`src/rtl/m6502_fetch_unit.sv`:
```
// Instruction fetch for a 6502-style core: boots through the reset vector, then streams
// opcode and operand bytes over a single-outstanding read port into instruction records.
module m6502_fetch_unit #(
    parameter logic [15:0] RESET_VECTOR = 16'hFFFC
) (
    input  logic        clk,
    input  logic        reset_n,
    output logic        mem_req,
    output logic [15:0] mem_addr,
    input  logic        mem_gnt,
    input  logic [7:0]  mem_rdata,
    input  logic        redirect_valid,
    input  logic [15:0] redirect_pc,
    output logic        out_valid,
    input  logic        out_ready,
    output logic [7:0]  out_opcode,
    output logic [15:0] out_operand,
    output logic [1:0]  out_len,
    output logic [15:0] out_pc
);

    typedef enum logic [2:0] {
        StVecLo,
        StVecHi,
        StOpcode,
        StOprLo,
        StOprHi,
        StHold
    } state_e;

    state_e      state_q, state_d;
    logic        run_q;
    logic        wait_q, wait_d;
    logic        drop_q, drop_d;
    logic [15:0] pc_q, pc_d;
    logic [7:0]  vec_lo_q, vec_lo_d;
    logic [7:0]  opcode_q, opcode_d;
    logic [15:0] operand_q, operand_d;
    logic [1:0]  len_q, len_d;
    logic [15:0] opc_pc_q, opc_pc_d;
    logic        issue;
    logic [1:0]  rd_len;

    function automatic logic [1:0] op_len(input logic [7:0] op);
        logic [1:0] len;
        len = 2'd1;
        unique case (op[3:0])
            4'h0: begin
                if (op == 8'h00 || op == 8'h40 || op == 8'h60) len = 2'd1;
                else if (op == 8'h20) len = 2'd3;
                else len = 2'd2;
            end
            4'h1, 4'h4, 4'h5, 4'h6: len = 2'd2;
            4'h2: len = (op == 8'hA2) ? 2'd2 : 2'd1;
            4'h9: len = op[4] ? 2'd3 : 2'd2;
            4'hC, 4'hD, 4'hE: len = 2'd3;
            default: len = 2'd1;
        endcase
        return len;
    endfunction

    assign rd_len = op_len(mem_rdata);

    always_comb begin
        state_d   = state_q;
        wait_d    = wait_q;
        drop_d    = drop_q;
        pc_d      = pc_q;
        vec_lo_d  = vec_lo_q;
        opcode_d  = opcode_q;
        operand_d = operand_q;
        len_d     = len_q;
        opc_pc_d  = opc_pc_q;
        mem_req   = 1'b0;
        mem_addr  = 16'h0000;

        // wait_q marks the response cycle, during which no new request may issue
        issue = run_q && !wait_q && (state_q != StHold);
        if (issue) begin
            mem_req = 1'b1;
            if (state_q == StVecLo) mem_addr = RESET_VECTOR;
            else if (state_q == StVecHi) mem_addr = RESET_VECTOR + 16'd1;
            else mem_addr = pc_q;
            if (mem_gnt) wait_d = 1'b1;
        end

        if (wait_q) begin
            wait_d = 1'b0;
            drop_d = 1'b0;
            if (!drop_q) begin
                unique case (state_q)
                    StVecLo: begin
                        vec_lo_d = mem_rdata;
                        state_d  = StVecHi;
                    end
                    StVecHi: begin
                        pc_d    = {mem_rdata, vec_lo_q};
                        state_d = StOpcode;
                    end
                    StOpcode: begin
                        opcode_d  = mem_rdata;
                        opc_pc_d  = pc_q;
                        pc_d      = pc_q + 16'd1;
                        operand_d = 16'h0000;
                        len_d     = rd_len;
                        state_d   = (rd_len == 2'd1) ? StHold : StOprLo;
                    end
                    StOprLo: begin
                        operand_d[7:0] = mem_rdata;
                        pc_d           = pc_q + 16'd1;
                        state_d        = (len_q == 2'd3) ? StOprHi : StHold;
                    end
                    StOprHi: begin
                        operand_d[15:8] = mem_rdata;
                        pc_d            = pc_q + 16'd1;
                        state_d         = StHold;
                    end
                    default: ;
                endcase
            end
        end

        if (state_q == StHold && out_ready) state_d = StOpcode;

        // A read granted in the redirect cycle still returns data next cycle; drop it
        if (redirect_valid) begin
            state_d   = StOpcode;
            pc_d      = redirect_pc;
            operand_d = 16'h0000;
            wait_d    = mem_req && mem_gnt;
            drop_d    = mem_req && mem_gnt;
        end
    end

    always_ff @(posedge clk or negedge reset_n) begin
        if (!reset_n) begin
            state_q   <= StVecLo;
            run_q     <= 1'b0;
            wait_q    <= 1'b0;
            drop_q    <= 1'b0;
            pc_q      <= 16'h0000;
            vec_lo_q  <= 8'h00;
            opcode_q  <= 8'h00;
            operand_q <= 16'h0000;
            len_q     <= 2'd0;
            opc_pc_q  <= 16'h0000;
        end else begin
            state_q   <= state_d;
            run_q     <= 1'b1;
            wait_q    <= wait_d;
            drop_q    <= drop_d;
            pc_q      <= pc_d;
            vec_lo_q  <= vec_lo_d;
            opcode_q  <= opcode_d;
            operand_q <= operand_d;
            len_q     <= len_d;
            opc_pc_q  <= opc_pc_d;
        end
    end

    assign out_valid   = (state_q == StHold);
    assign out_opcode  = opcode_q;
    assign out_operand = operand_q;
    assign out_len     = len_q;
    assign out_pc      = opc_pc_q;

endmodule

```
`config.mk`:
```
export PLATFORM = sky130hd
export DESIGN_NAME = m6502_fetch_unit
export DESIGN_NICKNAME = d
export VERILOG_FILES = /design/src/rtl/m6502_fetch_unit.sv
export SDC_FILE = /design/constraint.sdc
export NUM_CORES = 1
export LEC_CHECK = 0
export CORE_AREA = 4 4 102 104
export CTS_CLUSTER_SIZE = 24
export DETAILED_ROUTE_END_ITERATION = 10
export DIE_AREA = 0 0 106 108
export PLACE_DENSITY = 0.66
export SYNTH_ARGS = -nofsm -noshare
export SYNTH_HDL_FRONTEND = slang
export SYNTH_SLANG_ARGS = --single-unit
export TNS_END_PERCENT = 30
```
`constraint.sdc`:
```
create_clock -name clk -period 3.35 [get_ports clk]
set_input_delay 0.5025 -clock clk [delete_from_list [all_inputs] [get_ports clk]]
set_output_delay 0.5025 -clock clk [all_outputs]
set_load 0.05 [all_outputs]
```
## Word level (Yosys, flattened, before mapping)

Cells that the tools add are included.

| word-level totals | value |
|---|---|
| bits in registers | 72 |
| bits in latches | 0 |
| memory bits (writable) | 0 |
| memory bits (read-only) | 0 |
| bits of input ports | 29 |
| output and inout bits | 60 |
| memories kept | 0 |

| operators by class | value |
|---|---|
| $add $sub $neg | 1 |
| $mul | 0 |
| div/mod/pow operators | 0 |
| order comparisons | 0 |
| eq/ne operators | 23 |
| shift-type cells | 0 |
| muxes and demuxes | 31 |
| bitwise operators | 1 |
| reduce and logical (&&, ||, !) cells | 25 |

Operators by type and width:

| operator | number |
|---|---|
| $mux W16 | 9 |
| $pmux W16 S2 | 1 |
| $pmux W8 S2 | 2 |
| $reduce_and A3 Y1 | 6 |
| $add A16 B1 Y16 const B | 1 |
| $eq A4 B4 Y1 const B | 4 |
| $eq A8 B7 Y1 const B | 2 |
| $mux W3 | 5 |
| $pmux W3 S5 | 1 |
| $eq A4 B3 Y1 const B | 3 |
| $reduce_bool A3 Y1 | 4 |
| $mux W1 | 10 |
| $pmux W2 S5 | 1 |
| $eq A8 B6 Y1 const B | 1 |
| $eq A8 B8 Y1 const B | 1 |
| $logic_not A8 Y1 | 1 |
| $reduce_bool A7 Y1 | 1 |
| $eq A3 B2 Y1 const B | 2 |
| $eq A3 B3 Y1 const B | 2 |
| $reduce_or A3 Y1 | 2 |
| $eq A4 B1 Y1 const B | 1 |
| $eq A4 B2 Y1 const B | 1 |
| $logic_and A1 B1 Y1 | 4 |
| $logic_not A4 Y1 | 1 |
| 13 further kinds | 15 |

## Logic depth before layout (Yosys ltp)

Gate-level depths: netlist (run 1).

| depth | value |
|---|---|
| word-level depth | 12 |
| depth in mapped cells | 7 |
| mapped depth without buffers | 5 |

## Least setup slack after synthesis (run 1)

Ideal clock, no wire load.

| timing path | value |
|---|---|
| kind | reg2out |
| start | reg state_q[1] |
| end | out mem_addr[0] |
| arrival | 2.367 ns |
| path slack | 0.480 ns |
| stages on the path, launching flop included | 5 |
| path through | dfrtp_1 buf_6 and3b_2 nor3b_4 a21boi_0 |

| between the ends | value |
|---|---|
| word-level cells in the longest chain between the ends | 4 |

Ends and longest elaborated chain:

| what | RTL line | RTL |
|---|---|---|
| start, declared | 31 | `state_e state_q, state_d;` |
| start signal, assigned | 137 | `state_q <= StVecLo;` |
| start signal, assigned | 148 | `state_q <= state_d;` |
| $eq A3 B1 Y1 | 82 | `else if (state_q == StVecHi) mem_addr = RESET_VECTOR + 16'd1;` |
| $mux W16 | 82 |  |
| $mux W16 | 81 | `if (state_q == StVecLo) mem_addr = RESET_VECTOR;` |
| $mux W16 * | 79 | `if (issue) begin` |
| end, declared | 9 | `output logic [15:0] mem_addr,` |

Mark *: on every way between the ends. The rest lies on a longest branch, timed or not.

## Worst setup path in the final report (run 1)

| timing path | value |
|---|---|
| start | reg state_q[2] |
| end | out mem_addr[13] |

Same word-level chain as after synthesis.

==> results of run 1 <==
==> kinds of logic after synthesis <==
group	after synthesis	synth area share (%)
AO/OA/AOI/OAI	114	22.3
XOR/XNOR	3	0.700
adder cells (fa/ha/maj)	1	0.333
buffers and inverters	34	4.97
flip-flops	72	48.0
multiplexers	26	7.77
other	1	0.0999
AND/OR/NAND/NOR	98	15.9
==> cells in the final DEF, fill, tap and decap left out, drive strengths merged, types with 3 or more instances in the layout <==
master | Yosys | final
clkdlybuf4s50 | 0 | 77
dfrtp | 72 | 72
nand2 | 29 | 29
mux2 | 25 | 25
o21ai | 21 | 21
a22o | 18 | 18
buf | 16 | 14
o21a | 11 | 11
a21oi | 11 | 11
nor3 | 10 | 10
clkbuf | 9 | 9
nor2 | 9 | 9
inv | 8 | 8
o211ai | 8 | 8
a211oi | 7 | 7
or3 | 7 | 7
a21boi | 5 | 5
and3 | 5 | 5
nand3 | 5 | 5
nor4 | 5 | 5
nor3b | 5 | 5
and2 | 4 | 4
nand4 | 4 | 4
o22ai | 4 | 4
o31ai | 4 | 4
dlymetal6s2s | 0 | 4
a31oi | 3 | 3
xnor2 | 3 | 3
and4 | 3 | 3
o32a | 3 | 3
clkinv | 1 | 3
==> layout make-up <==
cell class              instances  share of cell area (%)
clock buffers                   9                    2.52
clock inverters                 6                    1.73
inverters                       9                   0.688
multi-input cells             243                    35.9
flip-flops and latches         72                    36.7
well taps                     133                    3.39
repair buffers                 95                    19.1
==> final timing paths <==
path                            start               to  slack [ps]  depth (start not counted)
max                        state_q[2]     mem_addr[13]         120                          5
min                           reset_n        out_pc[3]         250                          1
max reg2reg                state_q[2]   out_operand[3]        1240                          3
min reg2reg                out_pc[10]       out_pc[10]         490                          2
max in group asynchronous     reset_n  out_operand[10]        2420                          2
min in group clk           out_pc[10]       out_pc[10]         490                          2
==> layer usage <==
layer | up-vias | global-route usage [%] | wire, microns
li1 | 1476 | - | -
met1 | 1580 | 27.3 | 4990
met2 | 179 | 30.1 | 4840
met3 | 26 | 5.55 | 1090
met4 | 0 | 7.40 | 238
met5 | - | 0 | 0
==> state kept, by name, summed over array words and instances, names as in the netlist <==
name	count
run_q	1
out_pc	16
vec_lo_q	8
out_len	2
wait_q	1
out_operand	16
pc_q	16
out_opcode	8
drop_q	1
state_q	3
==> where the power goes <==
| group | switching [W] | leakage, nW | internal [W] |
|---|---|---|---|
| clock | 0.000339 | 0.101 | 0.000412 |
| sequential | 0.000127 | 0.886 | 0.00103 |
| combinational | 0.000719 | 1.04 | 0.000404 |
==> stage by stage <==
step	utilization (%)	total power (W)	setup slack, ps	cells	hold WS (ps)
3_3_place_gp	49.1	0.00228	548	552	466
6_report	51.4	0.00303	117	567	247
5_1_grt	51.4	0.00316	1.16	567	325
2_1_floorplan	-	0.00189	480	349	207
3_5_place_dp	49.1	0.00230	492	552	476
4_1_cts	51.3	0.00304	107	567	275
==> worst reg2reg max path: stages, from the launching register on <==
cell	delay [ps]
dfrtp_1	510
nand2b_1	410
nor3_1	870
a22o_1	240
==> run_results.csv, run 1 <==
group,metric,value,unit
run_status,status,"completed",
critical_path,crit_chain,"and3b_2 > nor3b_4 > buf_4 > o21a_1 > clkdlybuf4s50_1",
cts,cts_buffer_depth,2,
critical_path,startpoint_type,"register",
timing,fin_crit_sh,96.5,%
routing,ant_nets,0,
cts,clkTransAtPathRegs,80,ps
timing,rsz0062_at_grt,"false",
power,worst_ir_drop_vdd,0.311,mV
floorplan,num_rows,36,
routing,viasPerCell,5.75,
cts,cts_setup_buffers,0,
timing,slew_viol_final,0,
yosys,netlist_top_cells_count,"dfrtp_1, nand2_1, mux2_2",
timing,slew_headroom,35.6,%
floorplan,dieHeight,108,microns
placed_design,hpwl,7.68,mm
cts,ctsResizeCount,0,
yosys,seq_area_frac_synth,48.0,%
yosys,ys_seq_elements,72,
critical_path,max_stage_delay,790,ps
timing,finalHoldViolations,0,
cts,clk_latency,350,ps
floorplan,io_pins,89,
floorplan,start_util,39.3,%
placed_design,placed_area,4690,sq um
power,leakagePower,2.03,nW
cts,cts_root_buffer,"clkbuf_8",
yosys,synth_flop_cell,"dfrtp_1",
floorplan,die_area,11400,sq um
final_layout,area_growth,30.9,%
routing,wirelength,11.2,mm
final_layout,fillers,894,
final_layout,seq_area,1800,sq um
routing,avgRoutedWirePerCell,19.7,microns
critical_path,critPathArrivalTime,2730,ps
grt,grt_pass1_wl,17.6,mm
grt,grt.total_usage,19.9,%
yosys,yosysMostFrequentCell,"dfrtp_1",
critical_path,end_kind,"primary output",
final_layout,fin_area,4910,sq um
timing,tns,0,ps
routing,first_pass_iters,5,
timing,setup_viol,0,
critical_path,crit_family,"buffers and inverters",
critical_path,path_max_fanout,14,
yosys,yosysWarnings,0,
run,drv_cap,0,
floorplan,fp.dieW,106,microns
cts,cts_num_sinks,72,
routing,first_iter_violations,204,
grt,grt_antenna_before_repair,0,
placed_design,routabilityCongestion,0.876,
timing,fin_worst_skew,9.52,ps
final_layout,multi_input_area,1770,sq um
yosys,synth-async-reset-ratio,100,%
grt,grt_max_degree,38,
yosys,synth_nets,379,
placed_design,port_buffers,88,
routing,via_count,3261,
yosys,post-synth-top-area-fraction,48.0,%
timing,tightest_slew,959,ps
critical_path,cp_num_buf_inv,2,
yosys,synth.avg_cell_area,10.8,sq um
yosys,synth_top_cell_by_area,"dfrtp_1",
yosys,syn_area,3750,sq um
worst_hold_path,hold_path.class,"primary input to async pin",
cts,hold_buffers,0,
grt,grt_pass1_vias,3275,
cts,cts_tree,"done",
grt,overflow,0,
yosys,ys_types,68,
final_layout,drive_gt1_share,17.1,%
routing,drc_errors,0,
yosys,synth_edf_count,0,
cts,cts-htree-levels,3,
yosys,yosys-top-cells-area,"dfrtp_1, mux2_2, a22o_1",
final_layout,final_nets,460,
timing,fmax,0.309,GHz
yosys,synth_cells,349,
cts,cts_made_buffers,9,
critical_path,cp.required,2850,ps
power,power_density,617,nW/um^2
final_layout,antenna_cells,0,
timing,period_needed,3230,ps
critical_path,cp_slowest_cell,"clkdlybuf4s50_1",
floorplan,core_area,9550,sq um
critical_path,criticalPathCategory,"register to primary output",
(Power assumes the default switching activity.)
==> run 2: changes to the inputs <==
PLACE_DENSITY = 0.76   (was 0.66)
==> run 2 against run 1 <==
Net effect:
- non-clock buffer count rose by 3
- first-iteration DRC count increased by 80%
- worst setup slack better by 150 ps
- worst hold slack worse by 170 ps
- critical path depth did not move
- critical endpoint is now mem_addr[2]
- largest power group unchanged
- highest routed layer unchanged
==> run_results.csv, run 2 (synthesis gave the netlist of run 1 again) <==
group,metric,value,unit
run_status,status,"completed",
timing,slew_headroom,34.4,%
final_layout,drive_gt1_share,17.6,%
critical_path,end_kind,"primary output",
timing,slew_viol_final,0,
grt,grt_antenna_before_repair,0,
critical_path,startpoint_type,"register",
placed_design,port_buffers,88,
floorplan,core_area,9550,sq um
timing,tightest_slew,976,ps
cts,cts_num_sinks,72,
power,leakagePower,1.98,nW
routing,via_count,3295,
cts,cts-htree-levels,3,
critical_path,criticalPathCategory,"register to primary output",
placed_design,hpwl,7.83,mm
power,power_density,611,nW/um^2
placed_design,routabilityCongestion,0.883,
routing,first_pass_iters,5,
timing,fin_crit_sh,92.1,%
timing,setup_viol,0,
final_layout,area_growth,30.9,%
run,drv_cap,0,
final_layout,fillers,896,
final_layout,antenna_cells,0,
timing,fin_ws,263,ps
routing,drc_errors,0,
cts,cts_root_buffer,"clkbuf_8",
final_layout,final_common_cell,"clkdlybuf4s50_1",
routing,avgRoutedWirePerCell,19.6,microns
cts,cts_buffer_depth,2,
floorplan,num_rows,36,
critical_path,cp.required,2850,ps
floorplan,io_pins,89,
final_layout,layout_common_cells,"clkdlybuf4s50_1, dfrtp_1, nand2_1",
timing,fin_worst_skew,9.07,ps
floorplan,die_area,11400,sq um
cts,ctsResizeCount,0,
routing,wirelength,11.2,mm
cts,clkTransAtPathRegs,70,ps
grt,grt.total_usage,19.9,%
worst_hold_path,hold_path.class,"primary input to async pin",
grt,grt_pass1_wl,17.5,mm
placed_design,pre_cts_ws,666,ps
cts,cts_made_buffers,9,
floorplan,dieHeight,108,microns
routing,viasPerCell,5.77,
critical_path,path_max_fanout,12,
floorplan,start_util,39.3,%
routing,first_iter_violations,368,
timing,tns,0,ps
final_layout,seq_area,1800,sq um
cts,cts_setup_buffers,0,
grt,grt_pass1_vias,3224,
grt,grt_max_degree,33,
critical_path,critPathArrivalTime,2580,ps
cts,clk_latency,360,ps
final_layout,final_nets,463,
timing,fmax,0.324,GHz
timing,rsz0062_at_grt,"false",
power,worst_ir_drop_vdd,0.398,mV
timing,finalHoldViolations,0,
timing,period_needed,3090,ps
routing,ant_nets,0,
grt,overflow,0,
cts,hold_buffers,0,
final_layout,multi_input_area,1770,sq um
floorplan,fp.dieW,106,microns
cts,cts_tree,"done",
timing,holdWs,80.1,ps
-- run 2: cell count changes in the layout (fill, tap and decap cells not counted) --
cell | before | now
dlymetal6s2s_1 | 4 | 0
buf_4 | 12 | 15
buf_12 | 1 | 0
bufinv_16 | 2 | 1
clkdlybuf4s50_1 | 77 | 82
clkbuf_8 | 9 | 11
-- run 2: layer usage --
layer	up-vias	routed length, microns	GRT usage [%]
li1	1488	-	-
met4	0	138	6.57
met1	1649	5040	27.5
met2	145	5000	29.2
met5	-	0	0
met3	13	1040	6.99
-- run 2: through the flow --
stage	total power [W]	util [%]	instance area [sq um]	instances
floorplan	0.00189	-	3750	349
global placement	0.00228	49.3	4710	555
detailed placement	0.00230	49.3	4710	555
CTS	0.00303	51.4	4910	571
global route	0.00313	51.4	4910	571
finish	0.00300	51.4	4910	571
-- run 2: worst paths after layout --
| path | cells after the start | slack, ps | start | end |
|---|---|---|---|---|
| worst max-delay path | 5 | 260 | state_q[0] | mem_addr[2] |
| worst min register to register | 2 | 490 | out_opcode[1] | out_opcode[1] |
| worst min-delay path | 1 | 80 | reset_n | run_q |
| max in group asynchronous | 2 | 2470 | reset_n | out_pc[5] |
| min in group clk | 2 | 490 | out_opcode[1] | out_opcode[1] |
| worst max register to register | 4 | 1020 | wait_q | pc_q[4] |
-- run 2: where the power goes --
group	total (W)	leakage, nW	internal [W]	switching (W)
combinational	0.00113	0.990	0.000406	0.000723
clock	0.000718	0.101	0.000382	0.000336
sequential	0.00116	0.886	0.00103	0.000127
-- run 2: area by class of cell --
cell class              instances  area share (%)
multi-input cells             243            35.9
clock buffers                  11            3.08
inverters                       9           0.688
flip-flops and latches         72            36.7
repair buffers                 98            19.1
clock inverters                 5            1.12
well taps                     133            3.39
-- run 2: critical path, cell delays in order, from the launching register on --
cell and delay [ps]:
dfrtp_1 520, and3b_2 310, nor3b_4 190, buf_4 220
o21a_1 170, clkdlybuf4s50_1 810
==> run 3: changes to the inputs <==
CTS_BUF_LIST = sky130_fd_sc_hd__clkbuf_8   (was not set)
==> results of run 3 <==
The final DEF is identical to that of run 2; final timing and power are the same.
